$ cat config.mk
export PLATFORM = sky130hd
export DESIGN_NAME = regfile_writeback_arbiter
export DESIGN_NICKNAME = d
export VERILOG_FILES = /design/src/rtl/regfile_writeback_arbiter.sv
export SDC_FILE = /design/constraint.sdc
export NUM_CORES = 1
export LEC_CHECK = 0
export BUFFER_PORTS_ARGS = -buffer_cell sky130_fd_sc_hd__buf_2
export CAP_MARGIN = 20
export CELL_PAD_IN_SITES_DETAIL_PLACEMENT = 1
export CELL_PAD_IN_SITES_GLOBAL_PLACEMENT = 1
export CORE_ASPECT_RATIO = 1.1
export CORE_MARGIN = 2
export CORE_UTILIZATION = 42
export CTS_CLUSTER_DIAMETER = 150
export CTS_CLUSTER_SIZE = 20
export DETAILED_ROUTE_END_ITERATION = 8
export PLACE_DENSITY_LB_ADDON = 0.1
export SLEW_MARGIN = 20
export SYNTH_ARGS = -nofsm -noshare
export SYNTH_HDL_FRONTEND = slang
export SYNTH_SLANG_ARGS = --single-unit
$ cat constraint.sdc
create_clock -name clk -period 3.99 [get_ports clk]
set_input_delay 0.798 -clock clk [delete_from_list [all_inputs] [get_ports clk]]
set_output_delay 0.798 -clock clk [all_outputs]
set_load 0.01 [all_outputs]
$ cat src/rtl/regfile_writeback_arbiter.sv
// Writeback arbiter: ALU and load unit share the single register_file write port.
// Define WB_RR_EN for round-robin arbitration; default is MEM priority with ALU starvation override.
module regfile_writeback_arbiter #(
  parameter int DATA_WIDTH   = 32,
  parameter int ADDR_WIDTH   = 4,
  parameter int STARVE_LIMIT = 4
) (
  input  logic                       clk,
  input  logic                       reset_n,
  input  logic                       alu_valid,
  output logic                       alu_ready,
  input  logic [ADDR_WIDTH-1:0]      alu_rd,
  input  logic [DATA_WIDTH-1:0]      alu_data,
  input  logic                       mem_valid,
  output logic                       mem_ready,
  input  logic [ADDR_WIDTH-1:0]      mem_rd,
  input  logic [DATA_WIDTH-1:0]      mem_data,
  input  logic                       issue_valid,
  input  logic [ADDR_WIDTH-1:0]      issue_rd,
  input  logic [ADDR_WIDTH-1:0]      a_select,
  input  logic [ADDR_WIDTH-1:0]      b_select,
  output logic [DATA_WIDTH-1:0]      wr_data,
  output logic [ADDR_WIDTH-1:0]      wr_select,
  output logic                       wr_enable,
  output logic [(1<<ADDR_WIDTH)-1:0] busy,
  output logic                       hazard_a,
  output logic                       hazard_b
);

  localparam int NUM_REGS = 1 << ADDR_WIDTH;

  typedef enum logic [1:0] {
    GNT_NONE = 2'd0,
    GNT_ALU  = 2'd1,
    GNT_MEM  = 2'd2
  } grant_e;

  logic                  alu_hold_v;
  logic [ADDR_WIDTH-1:0] alu_hold_rd;
  logic [DATA_WIDTH-1:0] alu_hold_data;
  logic                  mem_hold_v;
  logic [ADDR_WIDTH-1:0] mem_hold_rd;
  logic [DATA_WIDTH-1:0] mem_hold_data;

  grant_e                grant;
  logic                  alu_take;
  logic                  mem_take;
  logic [NUM_REGS-1:0]   set_mask;
  logic [NUM_REGS-1:0]   clr_mask;

`ifdef WB_RR_EN
  // rr_ptr = 0 favours ALU, 1 favours MEM; it always points away from the last winner.
  logic rr_ptr;

  always_comb begin
    grant = GNT_NONE;
    if (alu_hold_v && mem_hold_v) grant = rr_ptr ? GNT_MEM : GNT_ALU;
    else if (alu_hold_v)          grant = GNT_ALU;
    else if (mem_hold_v)          grant = GNT_MEM;
  end

  always_ff @(posedge clk or negedge reset_n) begin
    if (!reset_n)              rr_ptr <= 1'b0;
    else if (grant == GNT_ALU) rr_ptr <= 1'b1;
    else if (grant == GNT_MEM) rr_ptr <= 1'b0;
  end
`else
  localparam int CNT_W = $clog2(STARVE_LIMIT + 1);

  logic [CNT_W-1:0] starve_cnt;
  logic             alu_starved;

  assign alu_starved = (starve_cnt >= CNT_W'(STARVE_LIMIT));

  // NOTE: every signal written in always_comb gets a default first, so no path can infer a latch.
  always_comb begin
    grant = GNT_NONE;
    if (mem_hold_v && !(alu_hold_v && alu_starved)) grant = GNT_MEM;
    else if (alu_hold_v)                            grant = GNT_ALU;
  end

  // Counts consecutive cycles a waiting ALU entry lost to MEM.
  // NOTE: sequential state is updated with non-blocking assignments only.
  always_ff @(posedge clk or negedge reset_n) begin
    if (!reset_n)                              starve_cnt <= '0;
    else if (!alu_hold_v || grant == GNT_ALU)  starve_cnt <= '0;
    else if (grant == GNT_MEM)                 starve_cnt <= starve_cnt + 1'b1;
  end
`endif

  // A slot accepts when empty or when its current entry drains this cycle.
  assign alu_ready = reset_n && (!alu_hold_v || (grant == GNT_ALU));
  assign mem_ready = reset_n && (!mem_hold_v || (grant == GNT_MEM));
  assign alu_take  = alu_valid && alu_ready;
  assign mem_take  = mem_valid && mem_ready;

  always_ff @(posedge clk or negedge reset_n) begin
    if (!reset_n) begin
      alu_hold_v <= 1'b0;
      mem_hold_v <= 1'b0;
    end else begin
      if (alu_take)              alu_hold_v <= 1'b1;
      else if (grant == GNT_ALU) alu_hold_v <= 1'b0;
      if (mem_take)              mem_hold_v <= 1'b1;
      else if (grant == GNT_MEM) mem_hold_v <= 1'b0;
    end
  end

  // NOTE: hold payloads are qualified by their valid bits, so they carry no reset.
  always_ff @(posedge clk) begin
    if (alu_take) begin
      alu_hold_rd   <= alu_rd;
      alu_hold_data <= alu_data;
    end
    if (mem_take) begin
      mem_hold_rd   <= mem_rd;
      mem_hold_data <= mem_data;
    end
  end

  // Registered write port; select/data hold their last values when idle.
  always_ff @(posedge clk or negedge reset_n) begin
    if (!reset_n) begin
      wr_enable <= 1'b0;
      wr_select <= '0;
      wr_data   <= '0;
    end else begin
      unique case (grant)
        GNT_ALU: begin
          wr_enable <= 1'b1;
          wr_select <= alu_hold_rd;
          wr_data   <= alu_hold_data;
        end
        GNT_MEM: begin
          wr_enable <= 1'b1;
          wr_select <= mem_hold_rd;
          wr_data   <= mem_hold_data;
        end
        default: wr_enable <= 1'b0;
      endcase
    end
  end

  // A grant keeps busy set while the other slot still owes a write to the same register.
  always_comb begin
    clr_mask = '0;
    set_mask = '0;
    if (grant == GNT_ALU && !(mem_hold_v && mem_hold_rd == alu_hold_rd))
      clr_mask[alu_hold_rd] = 1'b1;
    if (grant == GNT_MEM && !(alu_hold_v && alu_hold_rd == mem_hold_rd))
      clr_mask[mem_hold_rd] = 1'b1;
    if (issue_valid)
      set_mask[issue_rd] = 1'b1;
  end

  always_ff @(posedge clk or negedge reset_n) begin
    if (!reset_n) busy <= '0;
    else          busy <= (busy & ~clr_mask) | set_mask;
  end

  assign hazard_a = busy[a_select];
  assign hazard_b = busy[b_select];

endmodule

==> impl_metrics.yaml, run 1 <==
global_route:
  grt_start_max_net_pins: 47
  grt_pass1_vias: 4269
  grt.total_usage: 0.219
  grt_antenna_before_repair: 0
  overflow: 0
  grt_pass1_wl_mm: 23.4
pwr:
  switching_share: 0.261
  clkPwrFrac: 0.413
  intPower_mw: 2.69
  vdd_drop_max_v: 0.000380
  switchingPower_mw: 0.952
  leakagePower_nw: 2.90
  powerDensity_mw_per_mm2: 516
  comb_power_share: 0.126
  seqPwrFrac: 0.460
worst_hold_path:
  hold_class: "in -> async"
sta:
  fmax_mhz: 340
  rsz0062_at_grt: "no"
  worst_slew_pin_slew_ns: 1.09
  slew_violations: 0
  setup_viol: 0
  whs_ns: 0.265
  worst_slack_ns: 1.05
  max_slew_margin: 0.275
  fin_skew_ns: 0.00485
  final-hold-violation-count: 0
  period_share: 0.738
  min_period_ns: 2.94
  setup_tns_ns: 0
die:
  num_rows: 44
  initial_core_util: 0.427
  die-width_um: 114
  die_area_mm2: 0.0143
  io_pins: 146
  core_area_mm2: 0.0131
  die_y_um: 125
setup_path:
  arrival_ns: 2.14
  endpoint: "alu_ready"
  crit_path_start_kind: "register"
  worstSetupPathType: "reg -> out"
  reg2reg_depth: 4
  reg2reg_from: "alu_hold_v$_DFFE_PN0P_"
  rrSetupSlack_ns: 1.41
  required_ns: 3.19
  crit_path_max_fanout: 46
  crit_start: "alu_hold_v$_DFFE_PN0P_"
  r2r-end: "busy[8]$_DFF_PN0_"
  end_kind: "output port"
clock_tree:
  clock_path_buffers: 2
  root_buffer: "clkbuf_16"
  cts_setup_buffers: 0
  tritoncts: "done"
  cts.sinks: 130
  cts_hold_buf: 0
  clock_latency_ns: 0.41
  htree_levels: 4
  numCtsBuffers: 17
  path_clk_slew_ns: 0.06
  cts_resized: 0
logic_synthesis:
  yosys.area.top_type: "edfxtp_1"
  syn-cell-area_mm2: 0.00560
  yosysSeqAreaShare: 0.646
  synth_top_cell_area_share: 0.386
  yosysUniqueCellTypes: 41
  synthCells: 417
  ys.warnings.count: 0
  postSynthAreaPerCell_um2: 13.4
  synthTopCellsByArea: "edfxtp_1 39%, dfrtp_1 26%, mux2i_1 6.3%"
  syn_nets: 507
  ys_ff_latch: 130
placed_design:
  dp_worst_setup_slack_ns: 1.08
  port_buffers: 145
  gp_congestion: 0.802
  place_inst: 705
  dp_hpwl_mm: 10.4
final_layout:
  area_delta_synth_final_pct: 26.1
  fin_nets: 653
  antenna_cells: 0
  fin_cells: 737
  layout-drive-gt1-share: 0.361
  fill_cells: 1376
routing:
  vias: 3937
  drc: 0
  post_drt_wl_per_cell_um: 20.0
  via_per_inst: 5.34
  detail-route-antenna-nets: 0
  drtIter0Drc: 163
  drt_first_pass_iters: 6
  finalWirelength_mm: 14.8
flow_run:
  maxCapViolations: 0
status:
  status: "finished clean"
-- through the flow --
stage	instance area, µm²	total power [mW]	utilization
finish	7060	3.64	0.539
global route	7060	3.79	0.539
CTS	7060	3.67	0.539
detailed placement	6490	2.16	0.495
global placement	6470	2.14	0.494
floorplan	5600	1.91	-
-- worst min path at each step --
stage	cells after the start	end	start	slack [ns]
final	1	wr_data[21]$_DFFE_PN0P_	reset_n	0.27
after global routing	1	wr_data[28]$_DFFE_PN0P_	reset_n	0.26
after CTS	1	wr_data[28]$_DFFE_PN0P_	reset_n	0.25
after detailed placement	1	starve_cnt[0]$_DFFE_PN0P_	starve_cnt[0]$_DFFE_PN0P_	0.43
after global placement	1	starve_cnt[0]$_DFFE_PN0P_	starve_cnt[0]$_DFFE_PN0P_	0.42
after floorplan	1	starve_cnt[0]$_DFFE_PN0P_	starve_cnt[0]$_DFFE_PN0P_	0.41
-- layer usage --
metal / part of all wire / GRT usage / wire (µm) / up-vias
met3: 0.041 / 0.0553 / 609 / 21
met1: 0.42 / 0.271 / 6210 / 1969
met2: 0.52 / 0.375 / 7680 / 117
met5: 0 / 0 / 0 / -
met4: 0.017 / 0.0717 / 251 / 0
li1: - / - / - / 1830
-- worst max-delay path, stage by stage, from the launching register on --
cell and delay (ns):
dfrtp_2 1.08, nand3_1 0.27, and2_1 0.25, buf_2 0.13
-- layout make-up --
cell class	count	area [µm²]	share of cell area
inverter	22	82.6	0.0117
tap	161	201	0.0285
multi-input combinational	241	1810	0.256
sequential	130	3610	0.512
timing repair buffer	151	783	0.111
clock buffer	18	429	0.0608
clock inverter	14	139	0.0197
-- cells by family after synthesis --
family                   Yosys count  synth area share
AO/OA/AOI/OAI                     90             0.114
buffers and inverters             46            0.0344
multiplexers                      45             0.103
AND/OR/NAND/NOR                  101            0.0876
XOR/XNOR                           4            0.0136
flip-flops                       130             0.646
adder cells (fa/ha/maj)            1           0.00223
-- registers in the layout (all words and copies together), names as in the netlist --
name and cells:
busy 16, mem_hold_data 32, mem_hold_v 1, mem_hold_rd 4, wr_enable 1, alu_hold_rd 4
starve_cnt 3, alu_hold_data 32, wr_select 4, alu_hold_v 1, wr_data 32
-- cell usage in the layout (no fill, tap or decap), types with 11 or more instances in the layout --
cell type | synthesis | final
buf_2 | 4 | 145
dfrtp_1 | 58 | 57
o31ai_1 | 12 | 12
o21ai_0 | 36 | 36
mux2i_1 | 35 | 35
a21oi_1 | 11 | 11
edfxtp_1 | 72 | 72
inv_1 | 22 | 22
clkbuf_16 | 0 | 17
nand2_1 | 53 | 53
-- cells in the mapped netlist --
cell type,number
ha_1,1
or4b_2,1
and2_1,5
xor2_2,3
a21oi_1,11
dfrtp_1,58
a2111oi_0,10
or4_1,1
nand3b_1,1
o32ai_1,4
o21bai_1,1
clkbuf_1,17
a2111oi_2,1
a21boi_2,1
or2b_2,1
nand4_1,4
nor3b_1,1
o21ai_0,36
or2_2,3
o31ai_1,12
buf_6,2
nand3_1,9
nor2_1,7
or2b_1,1
mux2i_1,35
edfxtp_1,72
o41ai_4,2
nor4_2,1
and4_1,1
nor2b_1,4
inv_1,22
nand2b_1,7
buf_1,1
buf_2,4
nand2_1,53
and3_1,1
a2111oi_1,4
mux4_2,10
a211oi_1,7
a21o_1,1
xor2_4,1
-- power groups by stage --
stage | registers (mW) | logic (mW) | clock network [mW]
5_1_grt | 1.69 | 0.506 | 1.59
2_1_floorplan | 1.69 | 0.224 | 0
4_1_cts | 1.68 | 0.468 | 1.53
3_5_place_dp | 1.70 | 0.466 | 0
6_report | 1.68 | 0.461 | 1.50
3_3_place_gp | 1.69 | 0.444 | 0
(Power assumes the default switching activity.)
==> run 2, diff against run 1 <==
- CORE_UTILIZATION: 42 -> 38
- clock period: 3.99 -> 2.4 ns (I/O delays scaled with it)
==> impl_metrics.yaml, run 2 (synthesis gave the netlist of run 1 again) <==
routing:
  detail-route-antenna-nets: 0
  via_per_inst: 5.02
  vias: 3963
  finalWirelength_mm: 14.7
  post_drt_wl_per_cell_um: 18.6
  drt_first_pass_iters: 4
  drtIter0Drc: 134
  drc: 0
setup_path:
  end_kind: "output port"
  arrival_ns: 1.91
  crit_path_start_kind: "register"
  required_ns: 1.92
  worstSetupPathType: "reg -> out"
  crit_path_max_fanout: 3
pwr:
  vdd_drop_max_v: 0.000503
  power_mw: 6.16
  leakagePower_nw: 3.01
  powerDensity_mw_per_mm2: 848
sta:
  worst_slew_pin_slew_ns: 0.951
  fmax_mhz: 418
  setup_tns_ns: 0
  max_slew_margin: 0.366
  min_period_ns: 2.39
  worst_slack_ns: 0.00605
  fin_skew_ns: 0.00705
  setup_viol: 0
  period_share: 0.997
  final-hold-violation-count: 0
  rsz0062_at_grt: "yes"
  slew_violations: 0
final_layout:
  fin_cells: 789
  regArea_mm2: 0.00361
  area_delta_synth_final_pct: 29.6
  fin_util: 0.504
  fill_cells: 1560
  top_regs: "alu_hold_data x32, mem_hold_data x32, wr_data x32"
  final_common_cell: "buf_2"
  fin_nets: 674
  multi_input_area_mm2: 0.00181
  layout-drive-gt1-share: 0.377
  antenna_cells: 0
  final_cell_mix: "144 x buf_2, 72 x edfxtp_1, 57 x dfrtp_1"
global_route:
  grt_antenna_before_repair: 2
  overflow: 0
  grt_pass1_vias: 4368
  grt_pass1_wl_mm: 23.4
  grt_start_max_net_pins: 47
  grt.total_usage: 0.196
clock_tree:
  cts.sinks: 130
  htree_levels: 4
  tritoncts: "done"
  path_clk_slew_ns: 0.06
  numCtsBuffers: 17
  root_buffer: "clkbuf_16"
  cts_hold_buf: 0
  clock_latency_ns: 0.41
  clock_path_buffers: 2
flow_run:
  maxCapViolations: 0
die:
  initial_core_util: 0.389
  core_area_mm2: 0.0144
  die_y_um: 131
  num_rows: 46
  die-width_um: 120
  io_pins: 146
  die_area_mm2: 0.0157
worst_hold_path:
  hold_class: "in -> async"
placed_design:
  place_inst: 746
  gp_congestion: 0.821
  port_buffers: 145
  dp_hpwl_mm: 10.2
  dp_worst_setup_slack_ns: 0.141
status:
  status: "finished clean"
[run 2: per-stage QoR]
step	hold slack [ns]	area [µm²]
2_1_floorplan	0.184	5600
3_3_place_gp	0.420	6590
3_5_place_dp	0.441	6590
4_1_cts	0.0417	7220
5_1_grt	0.0475	7260
6_report	0.0490	7260
[run 2: timing repair]
item                                   CTS  global route
setup buffers                            7             4
resized for setup                        0             1
setup endpoints to repair                2             2
endpoints found under the hold margin    0             0
[run 2: final timing paths]
check	slack, ns	endpoint	depth (start not counted)	from
min reg2reg	0.45	starve_cnt[0]$_DFFE_PN0P_	1	starve_cnt[0]$_DFFE_PN0P_
min in group clk	0.24	alu_hold_data[26]$_DFFE_PP_	1	alu_data[26]
max reg2reg	0.18	busy[6]$_DFF_PN0_	5	alu_hold_rd[3]$_DFFE_PP_
max in group asynchronous	1.45	alu_hold_v$_DFFE_PN0P_	3	reset_n
max	0.006	hazard_a	3	busy[14]$_DFF_PN0_
min	0.05	wr_data[26]$_DFFE_PN0P_	2	reset_n
[run 2: layout make-up]
cell class              instances  share of cell area
repair buffers                172               0.129
well taps                     192              0.0331
multi-input cells             241               0.249
inverters                      22              0.0114
clock buffers                  20              0.0602
clock inverters                12              0.0193
flip-flops and latches        130               0.498
[run 2: worst max-delay path, stage by stage, from the launching register on]
cell and delay, ns:
dfrtp_1 0.42, mux4_2 0.47, mux4_2 0.48, buf_6 0.14
[run 2: layer usage]
metal  routed length (µm)  GRT usage  share of wire
met1                 6070      0.232           0.41
met2                 7680      0.342           0.52
met3                  705     0.0560          0.048
met4                  206     0.0647          0.014
met5                   16          0         0.0011
[run 2: where the power goes]
part	leakage [nW]	switching [mW]	internal, mW
logic	1.36	0.453	0.434
clock network	0.276	0.923	1.62
registers	1.37	0.150	2.58
==> run 3, diff against run 2 <==
- CORE_UTILIZATION: 38 -> 35
==> impl_metrics.yaml, run 3 (synthesis gave the netlist of run 1 again) <==
status:
  status: "finished, violations left"
  violations: "negative setup slack"
sta:
  worst_slack_ns: -0.0165
  setup_viol: 2
  rsz0062_at_grt: "yes"
  min_period_ns: 2.42
  period_share: 1.01
  fin_skew_ns: 0.00653
  setup_tns_ns: -0.0234
  slew_violations: 0
  max_slew_margin: 0.557
  fmax_mhz: 414
  worst_slew_pin_slew_ns: 0.648
  final-hold-violation-count: 0
final_layout:
  fin_util: 0.465
  multi_input_area_mm2: 0.00181
  final_common_cell: "buf_2"
  fin_nets: 668
  regArea_mm2: 0.00362
  layout-drive-gt1-share: 0.384
  fill_cells: 1646
  fin_area_mm2: 0.00728
  top_regs: "alu_hold_data x32, mem_hold_data x32, wr_data x32"
  area_delta_synth_final_pct: 30.1
  antenna_cells: 0
  final_cell_mix: "144 x buf_2, 72 x edfxtp_1, 54 x dfrtp_1"
  fin_cells: 791
setup_path:
  required_ns: 1.92
  crit_path_start_kind: "register"
  reg2reg_from: "alu_hold_rd[3]$_DFFE_PP_"
  r2r-end: "busy[2]$_DFF_PN0_"
  worstSetupPathType: "reg -> out"
  reg2reg_depth: 5
  arrival_ns: 1.94
  rrSetupSlack_ns: 0.29
  crit_path_max_fanout: 3
  end_kind: "output port"
clock_tree:
  clock_path_buffers: 2
  path_clk_slew_ns: 0.06
  root_buffer: "clkbuf_16"
  clock_latency_ns: 0.41
  cts.sinks: 130
  tritoncts: "done"
  numCtsBuffers: 17
  htree_levels: 4
global_route:
  grt.total_usage: 0.181
  grt_start_max_net_pins: 78
  grt_pass1_vias: 4315
  grt_antenna_before_repair: 2
  grt_pass1_wl_mm: 23.6
  overflow: 0
pwr:
  vdd_drop_max_v: 0.000433
  clkPwrFrac: 0.418
  intPower_mw: 4.56
  seqPwrFrac: 0.445
  leakagePower_nw: 3.00
  switchingPower_mw: 1.62
  switching_share: 0.262
  powerDensity_mw_per_mm2: 849
  comb_power_share: 0.137
die:
  die_area_mm2: 0.0170
  num_rows: 48
  initial_core_util: 0.357
  core_area_mm2: 0.0157
  die_y_um: 137
  die-width_um: 125
  io_pins: 146
placed_design:
  dp_hpwl_mm: 10.5
  dp_worst_setup_slack_ns: 0.138
  dpl_cell_area_mm2: 0.00664
  gp_congestion: 0.784
  port_buffers: 145
  place_inst: 754
worst_hold_path:
  hp-start: "mem_data[29]"
  hold_end: "mem_hold_data[29]$_DFFE_PP_"
  hold_class: "in -> reg"
  hold_depth: 1
routing:
  finalWirelength_mm: 14.9
  vias: 3947
  drc: 0
  drtIter0Drc: 162
  detail-route-antenna-nets: 0
  post_drt_wl_per_cell_um: 18.9
  via_per_inst: 4.99
  drt_first_pass_iters: 4
flow_run:
  maxCapViolations: 0
[run 3: cell types whose count changed in the layout (fill, tap and decap cells not counted), sizes merged]
| cell | delta |
|---|---|
| dlygate4sd3 | +1 |
| clkbuf | -2 |
| buf | -7 |
| clkinv | -1 |
| bufinv | -1 |
| inv | +4 |
[run 3: worst max path at each step]
| stage | slack (ns) | startpoint | endpoint | cells after the start |
|---|---|---|---|---|
| after detailed placement | 0.14 | a_select[0] | hazard_a | 4 |
| after global placement | 0.17 | a_select[0] | hazard_a | 4 |
| after floorplan | 0.19 | mem_hold_v$_DFFE_PN0P_ | alu_hold_data[0]$_DFFE_PP_ | 5 |
| after global routing | -0.08 | busy[15]$_DFF_PN0_ | hazard_a | 3 |
| final | -0.02 | busy[15]$_DFF_PN0_ | hazard_a | 3 |
| after CTS | -0.06 | busy[15]$_DFF_PN0_ | hazard_a | 3 |
[run 3: power groups by stage]
stage          clock network (mW)  registers, mW  logic (mW)
6_report                     2.58           2.75       0.850
5_1_grt                      2.76           2.77       0.936
4_1_cts                      2.66           2.75       0.866
3_5_place_dp                    0           2.80       0.826
2_1_floorplan                   0           2.80       0.372
3_3_place_gp                    0           2.79       0.802
[run 3: layout make-up]
cell class / count / area share
Inverter: 22 / 0.0113
Multi-Input combinational cell: 241 / 0.248
Sequential cell: 130 / 0.497
Timing Repair Buffer: 166 / 0.128
Clock buffer: 18 / 0.0603
Tap cell: 200 / 0.0344
Clock inverter: 14 / 0.0211
[run 3: worst max-delay path: stages (launching register included)]
cell and delay, ns:
dfrtp_2 0.43, mux4_2 0.47, mux4_2 0.47, buf_2 0.15
[run 3: timing repair]
action | CTS | global route
buffers inserted | 4 | 0
gates resized for setup | 1 | 3
setup endpoints to repair | 2 | 2
endpoints found under the hold margin | 2 | 0
hold buffers | 1 | 0
gates cloned | 0 | 0
[run 3: layer usage]
metal / vias to the layer above / GRT usage / share of wire
met5: - / 0 / 0.0020
met4: 4 / 0.0643 / 0.014
met2: 116 / 0.306 / 0.51
met3: 17 / 0.0524 / 0.050
li1: 1869 / - / -
met1: 1941 / 0.224 / 0.42
[run 3: through the flow]
step,hold slack (ns),total power [mW]
after floorplan,0.184,3.17
after global placement,0.324,3.59
final,0.238,6.18
after CTS,0.214,6.28
after global routing,0.214,6.47
after detailed placement,0.327,3.62
